==> src/rtl/home_auto_pkg.sv <==
// Shared definitions for the home-automation controller: contact indices, temperature
// width and the heater/cooler thresholds used by the controller FSM.
package home_auto_pkg;

  localparam int SENS_FD = 0;  // front door
  localparam int SENS_RD = 1;  // rear door
  localparam int SENS_FA = 2;  // fire alarm
  localparam int SENS_W  = 3;  // window
  localparam int N_SENS  = 4;

  localparam int TEMP_W = 6;

  localparam int TEMP_HEAT_BELOW = 10;
  localparam int TEMP_COOL_ABOVE = 21;

  // The fire contact gets its own (shorter) debounce so alarm latency stays small.
  function automatic int debounce_len(int idx, int n_contact, int n_fire);
    return (idx == SENS_FA) ? n_fire : n_contact;
  endfunction

endpackage

==> src/rtl/home_debounce_bit.sv <==
// One contact channel: 2-flop synchronizer, consecutive-mismatch counter and the
// debounced stable bit. 'changed' flags that stable flips at the coming edge.
module home_debounce_bit #(
  parameter int N     = 8,
  parameter int CNT_W = 4
) (
  input  logic clk,
  input  logic rst,
  input  logic raw,
  output logic stable,
  output logic changed
);

  localparam logic [CNT_W-1:0] CNT_LAST = CNT_W'(N - 1);

  logic             s1;
  logic             s2;
  logic [CNT_W-1:0] cnt;

  assign changed = (s2 != stable) && (cnt == CNT_LAST);

  always_ff @(posedge clk) begin
    // NOTE: flops use non-blocking assignments so every register samples the
    // pre-edge value of the others; blocking here would collapse s1/s2 into one stage.
    if (rst) begin
      s1     <= 1'b0;
      s2     <= 1'b0;
      cnt    <= '0;
      stable <= 1'b0;
    end else begin
      s1 <= raw;
      s2 <= s1;
      if (s2 == stable) begin
        cnt <= '0;
      end else if (cnt == CNT_LAST) begin
        stable <= s2;
        cnt    <= '0;
      end else begin
        cnt <= cnt + 1'b1;
      end
    end
  end

endmodule

==> src/rtl/home_sensor_conditioner.sv <==
// Front end for the home-automation FSM: debounces the four contacts and produces a
// 4-sample moving average of the temperature, sampled every SAMPLE_DIV cycles.
module home_sensor_conditioner #(
  parameter int DEBOUNCE_CYCLES = 8,
  parameter int FIRE_DEBOUNCE   = 2,
  parameter int CNT_W           = 4,
  parameter int TEMP_W          = home_auto_pkg::TEMP_W,
  parameter int AVG_LOG2        = 2,
  parameter int SAMPLE_DIV      = 16,
  parameter int TEMP_RESET      = 15
) (
  input  logic              clk,
  input  logic              rst,
  input  logic [3:0]        sensors_raw,
  input  logic [TEMP_W-1:0] temp_raw,
  output logic [3:0]        sensors,
  output logic [TEMP_W-1:0] temp,
  output logic              temp_valid,
  output logic              sensor_change
);

  import home_auto_pkg::*;

  localparam int DEPTH  = 1 << AVG_LOG2;
  localparam int SUM_W  = TEMP_W + AVG_LOG2;
  localparam int DIV_W  = (SAMPLE_DIV > 1) ? $clog2(SAMPLE_DIV) : 1;
  localparam int FILL_W = AVG_LOG2 + 1;

  localparam logic [DIV_W-1:0]  DIV_LAST  = DIV_W'(SAMPLE_DIV - 1);
  localparam logic [FILL_W-1:0] FILL_FULL = FILL_W'(DEPTH);

  // ---------------------------------------------------------------- contacts
  logic [N_SENS-1:0] bit_changed;

  for (genvar i = 0; i < N_SENS; i++) begin : g_deb
    home_debounce_bit #(
      .N     (debounce_len(i, DEBOUNCE_CYCLES, FIRE_DEBOUNCE)),
      .CNT_W (CNT_W)
    ) u_deb (
      .clk     (clk),
      .rst     (rst),
      .raw     (sensors_raw[i]),
      .stable  (sensors[i]),
      .changed (bit_changed[i])
    );
  end

  // Simultaneous flips on several channels merge into one pulse.
  always_ff @(posedge clk) begin
    if (rst) begin
      sensor_change <= 1'b0;
    end else begin
      sensor_change <= |bit_changed;
    end
  end

  // ------------------------------------------------------------- temperature
  logic [DIV_W-1:0]  div;
  logic              strobe;
  logic [TEMP_W-1:0] window [DEPTH];
  logic [SUM_W-1:0]  sum;
  logic [SUM_W-1:0]  next_sum;
  logic [FILL_W-1:0] fill;
  logic [FILL_W-1:0] next_fill;

  always_comb begin
    // NOTE: every always_comb output gets a value on every path (here unconditionally);
    // a path that skips an assignment would infer a latch.
    strobe    = (div == DIV_LAST);
    next_sum  = sum + SUM_W'(temp_raw) - SUM_W'(window[DEPTH-1]);
    next_fill = (fill == FILL_FULL) ? fill : fill + 1'b1;
  end

  always_ff @(posedge clk) begin
    if (rst) begin
      div        <= '0;
      sum        <= '0;
      fill       <= '0;
      temp       <= TEMP_W'(TEMP_RESET);
      temp_valid <= 1'b0;
      // NOTE: the window is small register storage, not RAM, and must be cleared:
      // the running sum subtracts the oldest entry, so stale data would corrupt it.
      for (int i = 0; i < DEPTH; i++) begin
        window[i] <= '0;
      end
    end else begin
      div <= strobe ? '0 : div + 1'b1;
      if (strobe) begin
        window[0] <= temp_raw;
        for (int i = 1; i < DEPTH; i++) begin
          window[i] <= window[i-1];
        end
        sum  <= next_sum;
        fill <= next_fill;
        if (next_fill == FILL_FULL) begin
          temp       <= TEMP_W'(next_sum >> AVG_LOG2);
          temp_valid <= 1'b1;
        end
      end
    end
  end

  // Invariants the controller FSM relies on.
  a_valid_sticky : assert property (@(posedge clk) disable iff (rst)
    temp_valid |=> temp_valid);
  a_reset_temp   : assert property (@(posedge clk) disable iff (rst)
    !temp_valid |-> (temp == TEMP_W'(TEMP_RESET)));

endmodule

==> config.mk <==
export PLATFORM = sky130hd
export DESIGN_NAME = home_sensor_conditioner
export DESIGN_NICKNAME = d
export VERILOG_FILES = /design/src/rtl/home_auto_pkg.sv /design/src/rtl/home_debounce_bit.sv /design/src/rtl/home_sensor_conditioner.sv
export SDC_FILE = /design/constraint.sdc
export NUM_CORES = 1
export LEC_CHECK = 0
export CAP_MARGIN = 10
export CORE_ASPECT_RATIO = 0.8
export CORE_UTILIZATION = 40
export CTS_CLUSTER_DIAMETER = 30
export DETAILED_ROUTE_END_ITERATION = 8
export PLACE_DENSITY = 0.69
export RECOVER_POWER = 100
export SYNTH_ARGS = -nofsm -noshare
export SYNTH_HDL_FRONTEND = slang
export SYNTH_SLANG_ARGS = --single-unit
==> constraint.sdc <==
create_clock -name clk -period 3.38 [get_ports clk]
set_input_delay 0.676 -clock clk [delete_from_list [all_inputs] [get_ports clk]]
set_output_delay 0.676 -clock clk [all_outputs]
set_load 0.05 [all_outputs]
## Word-level counts from Yosys, hierarchy flattened

Memory sizes are Yosys's and may differ from the RTL's.
Cells that the tools add are included.

| word-level totals | value |
|---|---|
| bits in registers | 51 |
| memory bits (writable) | 24 |
| output and inout port bits | 12 |
| logic and storage cells | 79 |
| memories kept | 1 |

| operators by class | value |
|---|---|
| add/subtract/negate cells | 8 |
| equality and inequality tests | 15 |
| multiplexer cells | 10 |
| bitwise gates (word level) | 8 |
| reduce and logical (&&, ||, !) cells | 15 |

Memories:

| memory | words | bits a word | rd ports | clocked after Yosys merged registers in | wr ports | RTL line | source |
|---|---|---|---|---|---|---|---|
| window | 4 | 6 | 4 | 0 | 4 | home_sensor_conditioner.sv:60 | `logic [TEMP_W-1:0] window [DEPTH];` |

Operator list:

| cell | number |
|---|---|
| $mux W6 | 4 |
| $add A4 B1 Y4 const B | 5 |
| $eq A4 B3 Y1 const B | 3 |
| $reduce_or A3 Y1 | 4 |
| $reduce_and A2 Y1 | 5 |
| $add A8 B6 Y8 | 1 |
| $sub A8 B6 Y8 | 1 |
| $eq A3 B3 Y1 const B | 2 |
| $mux W1 | 5 |
| $eq A1 B1 Y1 | 4 |
| $eq A4 B1 Y1 const B | 1 |
| $eq A4 B4 Y1 const B | 1 |
| $logic_and A1 B1 Y1 | 4 |
| $ne A1 B1 Y1 | 4 |
| $not A1 Y1 | 4 |
| $or A1 B1 Y1 | 4 |
| $reduce_or A4 Y1 | 1 |
| $add A3 B1 Y3 const B | 1 |
| $mux W3 | 1 |
| $reduce_or A2 Y1 | 1 |

## Longest topological paths before layout

| depth | value |
|---|---|
| depth after elaboration | 5 |
| depth in mapped cells | 9 |
| gate-level depth less buffers | 9 |

## By module

A second synthesis with hierarchy kept.

| unflattened totals | value |
|---|---|
| cell total of the unflattened synthesis | 315 |
| area total of the unflattened synthesis | 3,290.7 um^2 |

By module, submodules not included:

| module | times used | cells each | area an instance (um^2) | sequential area each (um^2) |
|---|---|---|---|---|
| home_sensor_conditioner | 1 | 218 | 2,270.9 | 1,181.1 |
| home_debounce_bit (g_deb[0].u_deb ...) | 3 | 24 | 250.2 | 140.1 |
| home_debounce_bit (g_deb[2].u_deb) | 1 | 25 | 269.0 | 140.1 |

## Worst setup path after synthesis

OpenSTA, ideal clock, no wires.

| timing | value |
|---|---|
| kind | input to register |
| start | input port temp_raw[1] |
| end | register temp[5] |
| data arrival time | 2.540 ns |
| required time | 3.251 ns |
| path slack | 0.712 ns |
| stages on the path | 8 |
| cells stage by stage | inv_1 > fa_1 > inv_1 > ha_1 > a211o_1 > a41o_1 > a311oi_1 > o32ai_1 |

| on the way | value |
|---|---|
| cells in the longest elaborated chain, start to end | 2 |

RTL lines:

| what | RTL line | source |
|---|---|---|
| start: declaration | home_sensor_conditioner.sv:15 | `input logic [TEMP_W-1:0] temp_raw,` |
| $add A8 B6 Y8 | home_sensor_conditioner.sv:70 | `next_sum = sum + SUM_W'(temp_raw) - SUM_W'(window[DEPTH-1]);` |
| $sub A8 B6 Y8 | home_sensor_conditioner.sv:70 |  |
| end signal: assignment | home_sensor_conditioner.sv:79 | `temp <= TEMP_W'(TEMP_RESET);` |
| end signal: assignment | home_sensor_conditioner.sv:96 | `temp <= TEMP_W'(next_sum >> AVG_LOG2);` |
| end: declaration | home_sensor_conditioner.sv:17 | `output logic [TEMP_W-1:0] temp,` |

No other way between the ends.
A chain may end at the register's enable or synchronous reset.

## Final worst setup path

| timing | value |
|---|---|
| start | input port temp_raw[1] |
| end | register temp[4] |

Same word-level chain as after synthesis.

==> run metrics <==
Bufs and invs on worst path=3; Reg2Reg Depth=4; GPL Wtd Cong=roughly 0.79; layout cells sized above 1=0.04971; status=finished clean; worst r2r src=div[0]; die height=between 80 and 90 um; max cap viols=0; Core Region=~8000 um^2; Req. time, crit path=around 3.6 ns; final instance area=3886 um^2; worst hold stages=1; First-pass DRT Iterations=4; setup TNS=0 ns; setup bufs post-CTS=0; worst path arrival time=3.29 ns; register area share after synthesis=0.5263; Initial Util=0.4146; final non-filler cell total=450; crit path max fanout=3; min Tclk post-route=between 3 and 4 ns; final core utilization=0.4868; Reg2Reg Capture Point=window[0][23]; max frequency=325.9 MHz; Placement Cell Area=3632 um^2; Setup Skew=0.01206 ns; CP max stage delay=0.53 ns; clk_lat worst skew=between 0.3 and 0.4 ns; CTS tree=built; setup ws final=between 0.3 and 0.4 ns; row count=29; setup slack, reg-to-reg=between 0.8 and 0.9 ns; WHS=0.4385 ns; CTS resizes=0; max_slew headroom=0.04792; Synth-to-Final Area Change=17.43%; Synth Instances=between 300 and 400; final hold vios=0; Yosys cell types=43; Total Power=a little under 2 mW; pin count of the biggest net entering global routing=32; Tot GR Track Use=0.1477; Num CTS Buffers=9; cts-stage hold buffer count=0; setup violators final=0; Post-synth EDFFs=24; CP max stage cell=fa_1; nets@finish=371; critical path type=input port to register; number of synthesized register bits=75; Synth Net Count=347; mapped cell area=3309 um^2; critical path's top delay family=adder cells; DIE AREA=roughly 8600 um^2; first-pass GRT wire length=10050 um; Post-synth ARST share=0; First DRT Iteration DRCs=98; Top-Level Pins=24; period utilisation layout=0.9080; Pwr per Cell Area=between 500 and 600 nW/um^2; RSZ-0062 raised after global routing=no; critical-path cell list=dlygate4sd3_1 > inv_1 > fa_1 > inv_1 > fa_1 > a211oi_1 > nor4b_1 > a211oi_1 > o22ai_1; Antenna Cells=0; vias per inst=between 4 and 5; Avg Cell Area, Syn=around 11 um^2; vias in the first global route=2134; Hold Path Sink=g_deb[3].u_deb.s2; Crit. End Element=register; Post-Route WL=5741 um; Worst-Margin Slew=approximately 1.4 ns; hold_sp=g_deb[3].u_deb.s1; vias=2174; final slew viol count=0; Clock transition at path regs=0.08 ns; Max H-tree Level=3; P_leak=1.622 nW; clock sink count=between 70 and 80; Post-DP HPWL=slightly below 4000 um; VDD IR-drop max=around 0.00017 V; Cells after DPL=~430; die width=103.7 um; root buf cell=clkbuf_8; DR WL/cell=between 10 and 15 um; DRC=0; Hold/Removal Path Class=register to register; startpoint type of the worst setup path=input port; initial antenna violation count=0; Ys Warns=0; Worst path depth=9; DP Worst Slack=between 0.002 and 0.0025 ns; Final ANT Viol Nets=0; grt ovf=0; PortBufs=23; dominant synthesized flop cell=dfxtp_1; clk buf depth=2
[where the power goes]
part           leakage, nW  internal, mW  switching (mW)
sequential           0.662         0.946         0.00807
clock                0.133         0.547           0.319
combinational        0.828        0.0527          0.0712
total                 1.62          1.55           0.399
[worst max-delay path by stage]
| stage | startpoint | end | slack [ns] |
|---|---|---|---|
| 6_report | temp_raw[1] | temp[4] | 0.31 |
| 5_1_grt | temp_raw[1] | sum[6] | 0.18 |
| 4_1_cts | temp_raw[1] | temp[4] | 0.38 |
| 3_5_place_dp | temp_raw[1] | temp[4] | 0.002 |
| 3_3_place_gp | temp_raw[1] | temp[4] | 0.12 |
| 2_1_floorplan | temp_raw[1] | temp[5] | 0.71 |
[layer usage]
| layer | vias up | share of wire | track usage |
|---|---|---|---|
| met3 | 9 | 0.032 | 0.03611 |
| met2 | 33 | 0.44 | 0.2233 |
| li1 | 1116 | - | - |
| met5 | - | 0 | 0 |
| met1 | 1016 | 0.51 | 0.2036 |
| met4 | 0 | 0.013 | 0.05844 |
[synth_stat cells, types with 2 or more instances]
cell type	n	area, um^2
dfxtp_1	51	1021
nor2_1	32	120.1
inv_1	28	105.1
edfxtp_1	24	720.7
and3_1	23	143.9
nand2_1	17	63.81
ha_1	16	200.2
nand3_1	14	70.07
xnor2_1	12	105.1
nor2b_1	9	56.30
clkbuf_1	8	30.03
a21oi_1	6	30.03
fa_1	6	120.1
xor2_1	6	52.55
mux2i_1	5	50.05
nand3b_1	5	37.54
a211oi_1	4	30.03
buf_4	4	30.03
nor3_1	4	20.02
o21ai_0	4	20.02
a21o_1	3	22.52
o211ai_1	3	22.52
o21a_1	3	22.52
or2_1	3	18.77
nor3b_1	2	15.01
o21ai_1	2	10.01
o22ai_1	2	12.51
or3b_1	2	17.52
[worst reg2reg max path: stages, from the launching register on]
cell and delay, ns:
dfxtp_1 0.35, ha_1 0.23, nand3_1 0.34, nand2_1 0.17
clkbuf_1 1.02
[flip-flops by register name, indices dropped and copies added, names as in the netlist]
name and count:
window 24, g_deb.u_deb.cnt 16, sum 8, temp 6, div 4, g_deb.u_deb.s1 4
g_deb.u_deb.s2 4, g_deb.u_deb.stable 4, fill 3, sensor_change 1, temp_valid 1
[cells by family (layout without fill, tap and decap cells)]
group / after synthesis / after routing / synth area share
compound gates: 36 / 36 / 0.07978
flops: 75 / 75 / 0.5263
fa+ha+maj: 22 / 22 / 0.09679
buf+inv: 41 / 70 / 0.05142
xor+xnor: 18 / 18 / 0.04764
mux: 5 / 5 / 0.01512
simple gates: 116 / 116 / 0.1830
[area by class of cell]
| type | count | area, um^2 |
|---|---|---|
| timing repair buffer | 26 | 241.5 |
| tap | 108 | 135.1 |
| clock inverter | 2 | 60.06 |
| clock buffer | 14 | 205.2 |
| fill | 715 | 4096 |
| inverter | 28 | 105.1 |
| sequential | 75 | 1742 |
| multi-input combinational | 197 | 1398 |
[placed cells by master, fill, tap and decap left out, types with 4 or more instances in the layout]
master and count:
dfxtp_1 51, nor2_1 32, inv_1 28, edfxtp_1 24
and3_1 23, nand2_1 17, ha_1 16, nand3_1 14
dlygate4sd3_1 14, xnor2_1 12, clkbuf_8 11, nor2b_1 9
clkdlybuf4s50_1 9, a21oi_1 6, xor2_1 6, o21ai_0 6
fa_1 6, nand3b_1 5, mux2i_1 5, a211oi_1 4
nor3_1 4, clkbuf_1 4
Power figures use the tool's default switching activity.
